### src/rtl/id_hazard_ctrl.sv
// ---------------------------------------------------------------------------
// id_hazard_ctrl
//
// ID-stage hazard and stall controller for a 5-stage MIPS pipeline.
// A small FSM (RUN / STALL / FREEZE) with a down-counter generates multi-cycle
// load-to-use stalls. A data-memory ready handshake freezes the whole
// pipeline while a multi-cycle memory access is outstanding. All outputs are
// combinational from state, counter and inputs, so a hazard stalls in the same
// cycle it is detected.
//
// Parameters:
//   REG_AW   register address width
//   LOAD_LAT cycles after MEM before load data is forwardable (1..3)
//   CNT_W    stall counter width, must hold LOAD_LAT+1
//
// Ports:
//   CLK, RESET        clock (rising edge), asynchronous active-low reset
//   ID_*              decoded fields of the instruction sitting in ID
//   Branch_Taken      branch compare result computed in ID
//   EX_*, MEM_*       write-back info of the instructions in EX and MEM
//   Mem_Ready         data memory ready; low freezes the pipeline
//   PCWrite/IFIDWrite PC and IF/ID write enables
//   IF_Flush          zero IF/ID on the next edge (taken branch / jump)
//   Hazard_Ctrl       inject zero control word (bubble) into ID/EX
//   PipeFreeze        hold ID/EX, EX/MEM and MEM/WB
//   Stall_Cause       00 none, 01 data stall, 10 memory freeze, 11 flush
//
// Optional feature (macro HAZ_PERF_CNT_EN): adds saturating 32-bit counters
// Perf_Stall, Perf_Freeze and Perf_Flush counting cycles with Stall_Cause
// 01, 10 and 11. Without the macro these ports and counters do not exist.
// ---------------------------------------------------------------------------
module id_hazard_ctrl #(
    parameter int REG_AW   = 5,
    parameter int LOAD_LAT = 1,
    parameter int CNT_W    = 2
) (
    input  logic              CLK,
    input  logic              RESET,
    input  logic              ID_Valid,
    input  logic [REG_AW-1:0] ID_RS,
    input  logic [REG_AW-1:0] ID_RT,
    input  logic              ID_UsesRS,
    input  logic              ID_UsesRT,
    input  logic              ID_IsBranch,
    input  logic              ID_IsJump,
    input  logic              ID_IsJR,
    input  logic              Branch_Taken,
    input  logic              EX_RegWrite,
    input  logic              EX_MemRead,
    input  logic [REG_AW-1:0] EX_RD,
    input  logic              MEM_RegWrite,
    input  logic              MEM_MemRead,
    input  logic [REG_AW-1:0] MEM_RD,
    input  logic              Mem_Ready,
    output logic              PCWrite,
    output logic              IFIDWrite,
    output logic              IF_Flush,
    output logic              Hazard_Ctrl,
    output logic              PipeFreeze,
    output logic [1:0]        Stall_Cause
`ifdef HAZ_PERF_CNT_EN
    ,
    output logic [31:0]       Perf_Stall,
    output logic [31:0]       Perf_Freeze,
    output logic [31:0]       Perf_Flush
`endif
);

    typedef enum logic [1:0] {
        S_RUN    = 2'd0,
        S_STALL  = 2'd1,
        S_FREEZE = 2'd2
    } state_t;

    localparam logic [CNT_W-1:0] N_ONE  = CNT_W'(1);
    localparam logic [CNT_W-1:0] N_LAT  = CNT_W'(LOAD_LAT);
    localparam logic [CNT_W-1:0] N_LAT1 = CNT_W'(LOAD_LAT + 1);

    state_t           r_state;
    state_t           r_ret_state;
    logic [CNT_W-1:0] r_cnt;

    state_t           w_eff_state;
    logic             w_ne;
    logic             w_ex_match;
    logic             w_mem_match;
    logic [CNT_W-1:0] w_n;
    logic             w_freeze;
    logic             w_stall;
    logic             w_flush;

    // A load in MEM always writes its register and ALU results in MEM are
    // forwarded, so MEM_RegWrite carries no extra information here.
    logic w_unused_ok;
    assign w_unused_ok = &{1'b0, MEM_RegWrite};

    // Branches and jr consume their operands in ID, so they need results
    // earlier than ordinary instructions that get forwarded into EX.
    assign w_ne = ID_IsBranch | ID_IsJR;

    // Register 0 is hard-wired to zero and never creates a dependency.
    assign w_ex_match  = (EX_RD != '0) &
                         ((ID_UsesRS & (ID_RS == EX_RD)) |
                          (ID_UsesRT & (ID_RT == EX_RD)));
    assign w_mem_match = (MEM_RD != '0) &
                         ((ID_UsesRS & (ID_RS == MEM_RD)) |
                          (ID_UsesRT & (ID_RT == MEM_RD)));

    // Required stall length: maximum over all applicable producer terms.
    always_comb begin
        w_n = '0;
        if (EX_MemRead && w_ex_match)
            w_n = w_ne ? N_LAT1 : N_LAT;
        if (w_ne && EX_RegWrite && !EX_MemRead && w_ex_match && (N_ONE > w_n))
            w_n = N_ONE;
        if (w_ne && MEM_MemRead && w_mem_match && (N_LAT > w_n))
            w_n = N_LAT;
        if (!ID_Valid)
            w_n = '0;
    end

    // On the release cycle of a freeze the controller behaves exactly as the
    // saved state would, so the saved state stands in for FREEZE.
    assign w_eff_state = (r_state == S_FREEZE) ? r_ret_state : r_state;

    assign w_freeze = ~Mem_Ready;
    assign w_stall  = ~w_freeze &
                      (((w_eff_state == S_RUN) & (w_n != '0)) |
                       (w_eff_state == S_STALL));
    assign w_flush  = ~w_freeze & ~w_stall & (w_eff_state == S_RUN) &
                      ID_Valid & (ID_IsJump | (ID_IsBranch & Branch_Taken));

    always_comb begin
        PCWrite     = 1'b1;
        IFIDWrite   = 1'b1;
        IF_Flush    = 1'b0;
        Hazard_Ctrl = 1'b0;
        PipeFreeze  = 1'b0;
        Stall_Cause = 2'b00;
        if (!RESET) begin
            PCWrite     = 1'b0;
            IFIDWrite   = 1'b0;
            Hazard_Ctrl = 1'b1;
        end else if (w_freeze) begin
            PCWrite     = 1'b0;
            IFIDWrite   = 1'b0;
            PipeFreeze  = 1'b1;
            Stall_Cause = 2'b10;
        end else if (w_stall) begin
            PCWrite     = 1'b0;
            IFIDWrite   = 1'b0;
            Hazard_Ctrl = 1'b1;
            Stall_Cause = 2'b01;
        end else if (w_flush) begin
            IF_Flush    = 1'b1;
            Stall_Cause = 2'b11;
        end
    end

    always_ff @(posedge CLK or negedge RESET) begin
        if (!RESET) begin
            r_state     <= S_RUN;
            r_ret_state <= S_RUN;
            r_cnt       <= '0;
        end else if (w_freeze) begin
            // Counter is held; remember where to resume.
            r_state     <= S_FREEZE;
            r_ret_state <= w_eff_state;
        end else begin
            case (w_eff_state)
                S_STALL: begin
                    // The cycle that takes cnt to zero is the last stall cycle.
                    if (r_cnt <= N_ONE) begin
                        r_state <= S_RUN;
                        r_cnt   <= '0;
                    end else begin
                        r_state <= S_STALL;
                        r_cnt   <= r_cnt - N_ONE;
                    end
                end
                default: begin
                    // One stall cycle is spent in RUN itself; only the rest
                    // needs the STALL state.
                    if (w_n > N_ONE) begin
                        r_state <= S_STALL;
                        r_cnt   <= w_n - N_ONE;
                    end else begin
                        r_state <= S_RUN;
                        r_cnt   <= '0;
                    end
                end
            endcase
        end
    end

`ifdef HAZ_PERF_CNT_EN
    function automatic logic [31:0] sat_inc(input logic [31:0] v);
        return (v == 32'hFFFF_FFFF) ? v : v + 32'd1;
    endfunction

    logic [31:0] r_perf_stall;
    logic [31:0] r_perf_freeze;
    logic [31:0] r_perf_flush;

    always_ff @(posedge CLK or negedge RESET) begin
        if (!RESET) begin
            r_perf_stall  <= '0;
            r_perf_freeze <= '0;
            r_perf_flush  <= '0;
        end else begin
            if (Stall_Cause == 2'b01) r_perf_stall  <= sat_inc(r_perf_stall);
            if (Stall_Cause == 2'b10) r_perf_freeze <= sat_inc(r_perf_freeze);
            if (Stall_Cause == 2'b11) r_perf_flush  <= sat_inc(r_perf_flush);
        end
    end

    assign Perf_Stall  = r_perf_stall;
    assign Perf_Freeze = r_perf_freeze;
    assign Perf_Flush  = r_perf_flush;
`endif

endmodule

### config.mk
export PLATFORM = sky130hd
export DESIGN_NAME = id_hazard_ctrl
export DESIGN_NICKNAME = d
export VERILOG_FILES = /design/src/rtl/id_hazard_ctrl.sv
export SDC_FILE = /design/constraint.sdc
export NUM_CORES = 1
export LEC_CHECK = 0
export ABC_AREA = 1
export CORE_ASPECT_RATIO = 0.9
export CORE_MARGIN = 4
export CORE_UTILIZATION = 25
export CTS_CLUSTER_SIZE = 30
export DETAILED_ROUTE_END_ITERATION = 10
export PLACE_DENSITY = 0.6
export SLEW_MARGIN = 20
export SYNTH_ARGS = -nofsm -noshare
export SYNTH_HDL_FRONTEND = slang
export SYNTH_SLANG_ARGS = --single-unit
### constraint.sdc
create_clock -name CLK -period 1.32 [get_ports CLK]
set_clock_uncertainty 0.1 [all_clocks]
set_input_delay 0.264 -clock CLK [delete_from_list [all_inputs] [get_ports CLK]]
set_output_delay 0.264 -clock CLK [all_outputs]
set_load 0.05 [all_outputs]
==> metrics, run 1 <==
outcome=finished, violations left; failing checks=setup timing; DIE WIDTH=68.1 µm; worst-margin pin slew=~0.32 ns; Synth cell types=20; cts bufs inserted=3; FP Rows=19; Setup WS post-layout=-0.592 ns; arrival time at the worst endpoint=around 1.6 ns; vias in the first global route=roughly 1000; initial drt markers=just over 60; Final Util=51.1%; CTS tree=built; Max-slew headroom=between 70% and 80%; post-synthesis cell count=between 150 and 200; most frequent cells in the layout=nand2_1 (63), nor2_1 (19), inv_2 (17), buf_2 (17), buf_4 (17); largest net degree at the start of global routing=9; CP Class=reg -> out; Mapped Avg Cell Area=roughly 4.9 µm²; clock buffer depth=2; Die ar.=approximately 0.0042 mm²; DR vias=1123; Buf+Inv Stages, Crit Path=3; cell area power density=approximately 500 mW/mm²; critical path's most frequent cell=nand2_4; endpoints failing setup=9; Hold Path Class=reg -> reg; syn_nets=200; Crit path max-delay family=simple AND/OR/NAND/NOR gates; most common cell after layout, fill and taps aside=nand2_1; flops & latches, synth=6; final design instance area without fill=about 0.0016 mm²; fin. max-slew vios=0; DR vias/cell=about 4.1; DRC Markers=0; Initial Utilization=26.3%; Mapped Area=812 µm²; global-route wire length before repair=between 4000 and 5000 µm; CTS sink cnt=6; H-tree Lvls=1; post-detail-place hpwl=2320 µm; fraction of layout cells with a size suffix above 1=between 40% and 50%; GRT overflow=0; Avg WL per Cell=just over 10 µm; Layout area overhead=94.3%; Core ar.=between 0.003 and 0.004 mm²; path depth of the worst reg2reg path=9; clock latency on the worst-skew pair=0.24 ns; final worst path period share=145%; Final Hold Fails=0; cell area after placement=between 0.0015 and 0.002 mm²; routed wire length=around 2700 µm; Die Span Y=62.1 µm; clk slew on worst S/H paths=0.05 ns; Levels on crit path=7; crit end category=output pin; Max Clk Rate=about 520 MHz; TritonRoute pass-1 iters=4; Port Buffers=39; Final GP Congestion=0.783; peak supply drop=around 0.00044 V; static leakage=roughly 0.90 nW; register area share after synthesis=18.5%; clock root cell=clkbuf_4; max-capacitance violation count=0; nets=approximately 270; Critical Path Source Type=register; CP Cell Sequence=o21a_1 -> buf_4 -> clkinv_4 -> nand2_4 -> nand4_1 -> nand2_4 -> buf_12; GRT Util Overall=around 14%; IO Count=41; WP data required=0.96 ns; Inserted Diodes=0; crit path max fanout=4; yosys warns=0; hold depth=2; initial antenna violation count=0; Antenna Violating Nets Remaining=0; min cycle time layout=between 1.5 and 2 ns; Worst path slowest cell=dfrtp_1; CP peak stage delay=about 0.35 ns; RSZ-0062 raised after global routing=yes
[cell families (layout without fill, tap and decap cells)]
| kind of cell | count (synthesis) | after routing | share of synthesized area (%) |
|---|---|---|---|
| buf+inv | 38 | 101 | 18.3 |
| compound gates | 11 | 11 | 7.24 |
| flops | 6 | 6 | 18.5 |
| simple gates | 111 | 111 | 55.9 |
[final timing paths]
path / start / to / slack (ns)
hold reg to reg: r_ret_state[1] / r_ret_state[1] / 0.40
hold / removal: r_ret_state[1] / r_ret_state[1] / 0.40
setup / recovery: r_state[0] / Stall_Cause[1] / -0.59
setup reg to reg: r_state[0] / r_cnt[0] / -0.31
max in group asynchronous: RESET / r_state[0] / 0.29
min in group asynchronous: RESET / r_state[1] / 0.59
[synthesized netlist by cell type, drive strengths merged]
cell type,count,area share (%)
o21ai,4,2.5
or2,1,0.77
nor2,26,13
a21oi,5,3.1
nor3,2,1.8
nand4,2,1.5
o21a,1,0.92
nand3,6,3.7
nand2,74,35
dfrtp,6,18
inv,35,16
buf,2,1.5
clkinv,1,0.62
a31oi,1,0.77
[layout make-up]
| cell class | count | area (µm²) |
|---|---|---|
| fill | 342 | 1510 |
| multi-input combinational | 122 | 626 |
| timing repair buffer | 62 | 554 |
| inverter | 36 | 173 |
| sequential | 6 | 150 |
| tap | 42 | 52.6 |
| clock buffer | 3 | 22.5 |
[through the flow]
step	total power, mW	instances	setup TNS, ns	setup slack (ns)	hold WS [ns]
after floorplan	0.383	166	-1.48	-0.407	-0.132
after global placement	0.618	261	-6.60	-0.950	0.376
after detailed placement	0.619	261	-6.69	-0.958	0.390
after CTS	0.800	270	-3.96	-0.609	0.0596
after global routing	0.853	271	-4.86	-0.758	0.437
final	0.787	271	-3.92	-0.592	0.397
[power breakdown]
| group | leakage (nW) | internal, mW | switching [mW] |
|---|---|---|---|
| registers | 0.0800 | 0.189 | 0.00344 |
| logic | 0.807 | 0.201 | 0.226 |
| clock network | 0.0138 | 0.103 | 0.0640 |
| total | 0.900 | 0.493 | 0.294 |
[flip-flops by register name (all words and copies together), names as in the netlist]
name / count
r_cnt: 2
r_ret_state: 2
r_state: 2
[worst min-delay path: cells and delay by family (launching register included)]
kind	cells	cell delay [ns]
flops	1	0.35
compound gates	1	0.06
simple gates	1	0.05
[layer usage]
metal | wire, µm | share of wire (%) | global-route usage, % | vias up
met5 | 0 | 0 | 0 | -
met4 | 0 | 0 | 2.55 | 0
met3 | 140 | 5.1 | 1.80 | 0
met2 | 1340 | 49 | 22.5 | 23
met1 | 1250 | 46 | 19.4 | 484
li1 | - | - | - | 616
[timing repair]
item	in CTS	in global routing
pin swaps	28	14
hold buffers	0	1
endpoints found under the hold margin	0	6
endpoints found under the setup margin	9	10
buffers inserted	6	1
cloned	0	0
resized for setup	106	25
Note: power is estimated with default switching activity, not from simulation.
==> run 2: changes to the inputs <==
--- a/config.mk
+++ b/config.mk
@@ -11,6 +11,7 @@
 export CORE_UTILIZATION = 25
 export CTS_CLUSTER_SIZE = 30
 export DETAILED_ROUTE_END_ITERATION = 10
+export GPL_TIMING_DRIVEN = 0
 export PLACE_DENSITY = 0.6
 export SLEW_MARGIN = 20
 export SYNTH_ARGS = -nofsm -noshare
==> run 2 against run 1 <==
Effect of this change:
- the flow still finishes with violations (setup timing)
- non-clock buffer count decreased by 14
- fmax is 0.74% lower
- worst setup slack worse by 0.014 ns
- sequential share of layout area rose by 1.4 points
- critical path depth is the same
- power down 8.0%
- clock power hardly changed
- largest cell class unchanged
- largest power group unchanged
==> metrics, run 2 (same netlist as run 1, synthesis figures left out) <==
crit end category=output pin (unchanged); GRT overflow=0 (unchanged); Internal Power=0.448 mW (was 0.493 mW); Hold Startpoint=r_ret_state[1] (unchanged); Final Util=44.7% (was 51.1%); FP Rows=19 (unchanged); TritonRoute pass-1 iters=4 (unchanged); Max Clk Rate=519 MHz (was 523 MHz); RSZ-0062 raised after global routing=yes (unchanged); CTS tree=built (unchanged); Final GP Congestion=0.787 (was 0.783); DRC Markers=0 (unchanged); met1 GRT Util=19.0% (was 19.4%); Antenna Violating Nets Remaining=0 (unchanged); nets=251 (was 265); Inserted Diodes=0 (unchanged); met2 usage=18.8% (was 22.5%); Die ar.=0.00423 mm² (unchanged); most common cell after layout, fill and taps aside=nand2_1 (unchanged); Layout area overhead=70.1% (was 94.3%); GRT busiest layer=met1 (was met2); clk slew on worst S/H paths=0.05 ns (about the same); DR vias/cell=4.10 (was 4.14); max-capacitance violation count=0 (unchanged); critical path startpoint=r_ret_state[1] (was r_state[0]); path depth of the worst reg2reg path=9 (unchanged); crit path max fanout=2 (was 4); Clk pwr share=23.0% (was 21.2%); initial drt markers=40 (was 62); CP Cell Sequence=o21a_1 -> nor2_2 -> nand2_1 -> inv_1 -> nand4_1 -> nand2_4 -> buf_8 (was o21a_1 -> buf_4 -> clkinv_4 -> nand2_4 -> nand4_1 -> nand2_4 -> buf_12); Hold Path End=r_ret_state[1] (unchanged); Setup TNS Final=-3.68 ns (was -3.92 ns); Sw Pwr=0.276 mW (was 0.294 mW); post-detail-place hpwl=2120 µm (was 2320 µm); Initial Utilization=26.3% (unchanged); Buf+Inv Stages, Crit Path=2 (was 3); hold depth=2 (unchanged); endpoints failing setup=9 (unchanged); GRT Util Overall=12.6% (was 13.7%); static leakage=0.804 nW (was 0.900 nW); DIE WIDTH=68.1 µm (unchanged); IO Count=41 (unchanged); initial antenna violation count=0 (unchanged); min cycle time layout=1.93 ns (was 1.91 ns); Critical Path Source Type=register (unchanged); Worst path slowest cell=dfrtp_1 (unchanged); vias in the first global route=911 (was 1020); Crit path max-delay family=simple AND/OR/NAND/NOR gates (unchanged); Logic pwr share=50.3% (was 54.3%); Switching Fraction=38.2% (was 37.3%); Die Span Y=62.1 µm (unchanged); Hold Path Class=reg -> reg (unchanged); fin. max-slew vios=0 (unchanged); met3 usage=2.34% (was 1.80%); Avg WL per Cell=9.71 µm (was 10.1 µm); clock buffer depth=2 (unchanged); routed wire length=2500 µm (was 2740 µm); Total Power=0.724 mW (was 0.787 mW); global-route wire length before repair=4010 µm (was 4380 µm); Port Buffers=39 (unchanged); WP data required=0.96 ns (about the same); cell area power density=524 mW/mm² (was 499 mW/mm²); H-tree Lvls=1 (unchanged); CTS sink cnt=6 (unchanged); cts bufs inserted=3 (unchanged); CP Class=reg -> out (unchanged); R2R Path Start=r_ret_state[1] (was r_state[0]); CP peak stage delay=0.38 ns (was 0.35 ns); R2R Path End=r_cnt[0] (unchanged); largest net degree at the start of global routing=9 (unchanged); worst-margin pin slew=0.298 ns (was 0.319 ns); most frequent cells in the layout=nand2_1 (65), buf_2 (21), nor2_1 (20), inv_2 (16), inv_1 (15) (was nand2_1 (63), nor2_1 (19), inv_2 (17), buf_2 (17), buf_4 (17)); clock latency on the worst-skew pair=0.24 ns (about the same); peak supply drop=0.000524 V (was 0.000437 V); Worst R2R Setup Slack=-0.29 ns (was -0.31 ns); failing checks=setup timing (unchanged); arrival time at the worst endpoint=1.56 ns (was 1.55 ns); fraction of layout cells with a size suffix above 1=37.7% (was 44.5%); Setup WS post-layout=-0.606 ns (was -0.592 ns); clock root cell=clkbuf_4 (unchanged); Core ar.=0.00309 mm² (unchanged); DR vias=1054 (was 1123); Top Registers=r_cnt x2, r_ret_state x2, r_state x2 (unchanged); outcome=finished, violations left (unchanged); Final Hold Fails=0 (unchanged); Max-slew headroom=80.1% (was 78.6%); final worst path period share=146% (was 145%); Flop pwr share=26.6% (was 24.5%)
run 2: layout make-up:
cell class | count | area, µm²
flip-flops and latches | 6 | 150
inverters | 36 | 170
clock buffers | 3 | 22.5
plain buffers | 2 | 22.5
well taps | 42 | 52.6
fillers | 358 | 1710
multi-input cells | 122 | 599
repair buffers | 46 | 364
run 2: what timing repair did:
| item | 4_1_cts | 5_1_grt |
|---|---|---|
| buffers inserted | 5 | 1 |
| pin swaps | 25 | 0 |
| endpoints found under the hold margin | 6 | 0 |
| endpoints found under the setup margin | 9 | 9 |
| cloned | 0 | 0 |
| hold buffers | 1 | 0 |
| gates resized for setup | 177 | 4 |
run 2: stage by stage:
stage / hold WS (ns) / cell area (µm²) / instances / setup WS, ns
floorplan: -0.132 / 902 / 166 / -0.407
detailed placement: 0.387 / 1350 / 247 / -1.75
CTS: 0.393 / 1360 / 256 / -0.618
global placement: 0.375 / 1350 / 247 / -1.75
finish: 0.401 / 1380 / 257 / -0.606
global route: 0.402 / 1380 / 257 / -0.734
run 2: layer usage:
layer  routed length (µm)  part of all wire, %  vias up
met5                    0                    0        -
met3                  134                  5.4        0
met1                 1220                   49      443
met2                 1140                   46       22
li1                     -                    -      589
met4                    0                    0        0
run 2: worst reg2reg max path: stages (launching register included):
cell and delay, ns:
dfrtp_1 0.38, o21a_1 0.22, buf_4 0.15, clkinv_4 0.05
nand2_4 0.07, buf_6 0.13, nor2_4 0.07, inv_2 0.04
or2_1 0.20, a31oi_1 0.14
run 2: power by group through the flow:
stage	sequential (mW)	combinational, mW	clock (mW)
after floorplan	0.195	0.188	0
after global placement	0.195	0.363	0
after detailed placement	0.195	0.363	0
after CTS	0.193	0.363	0.171
after global routing	0.193	0.403	0.183
final	0.193	0.365	0.167
run 2: worst max-delay path by stage:
stage / depth (start not counted) / endpoint / slack [ns]
floorplan: 10 / PCWrite / -0.41
global placement: 11 / Stall_Cause[1] / -1.75
detailed placement: 11 / Stall_Cause[1] / -1.75
CTS: 7 / Stall_Cause[1] / -0.62
global route: 7 / Stall_Cause[1] / -0.73
finish: 7 / Stall_Cause[1] / -0.61
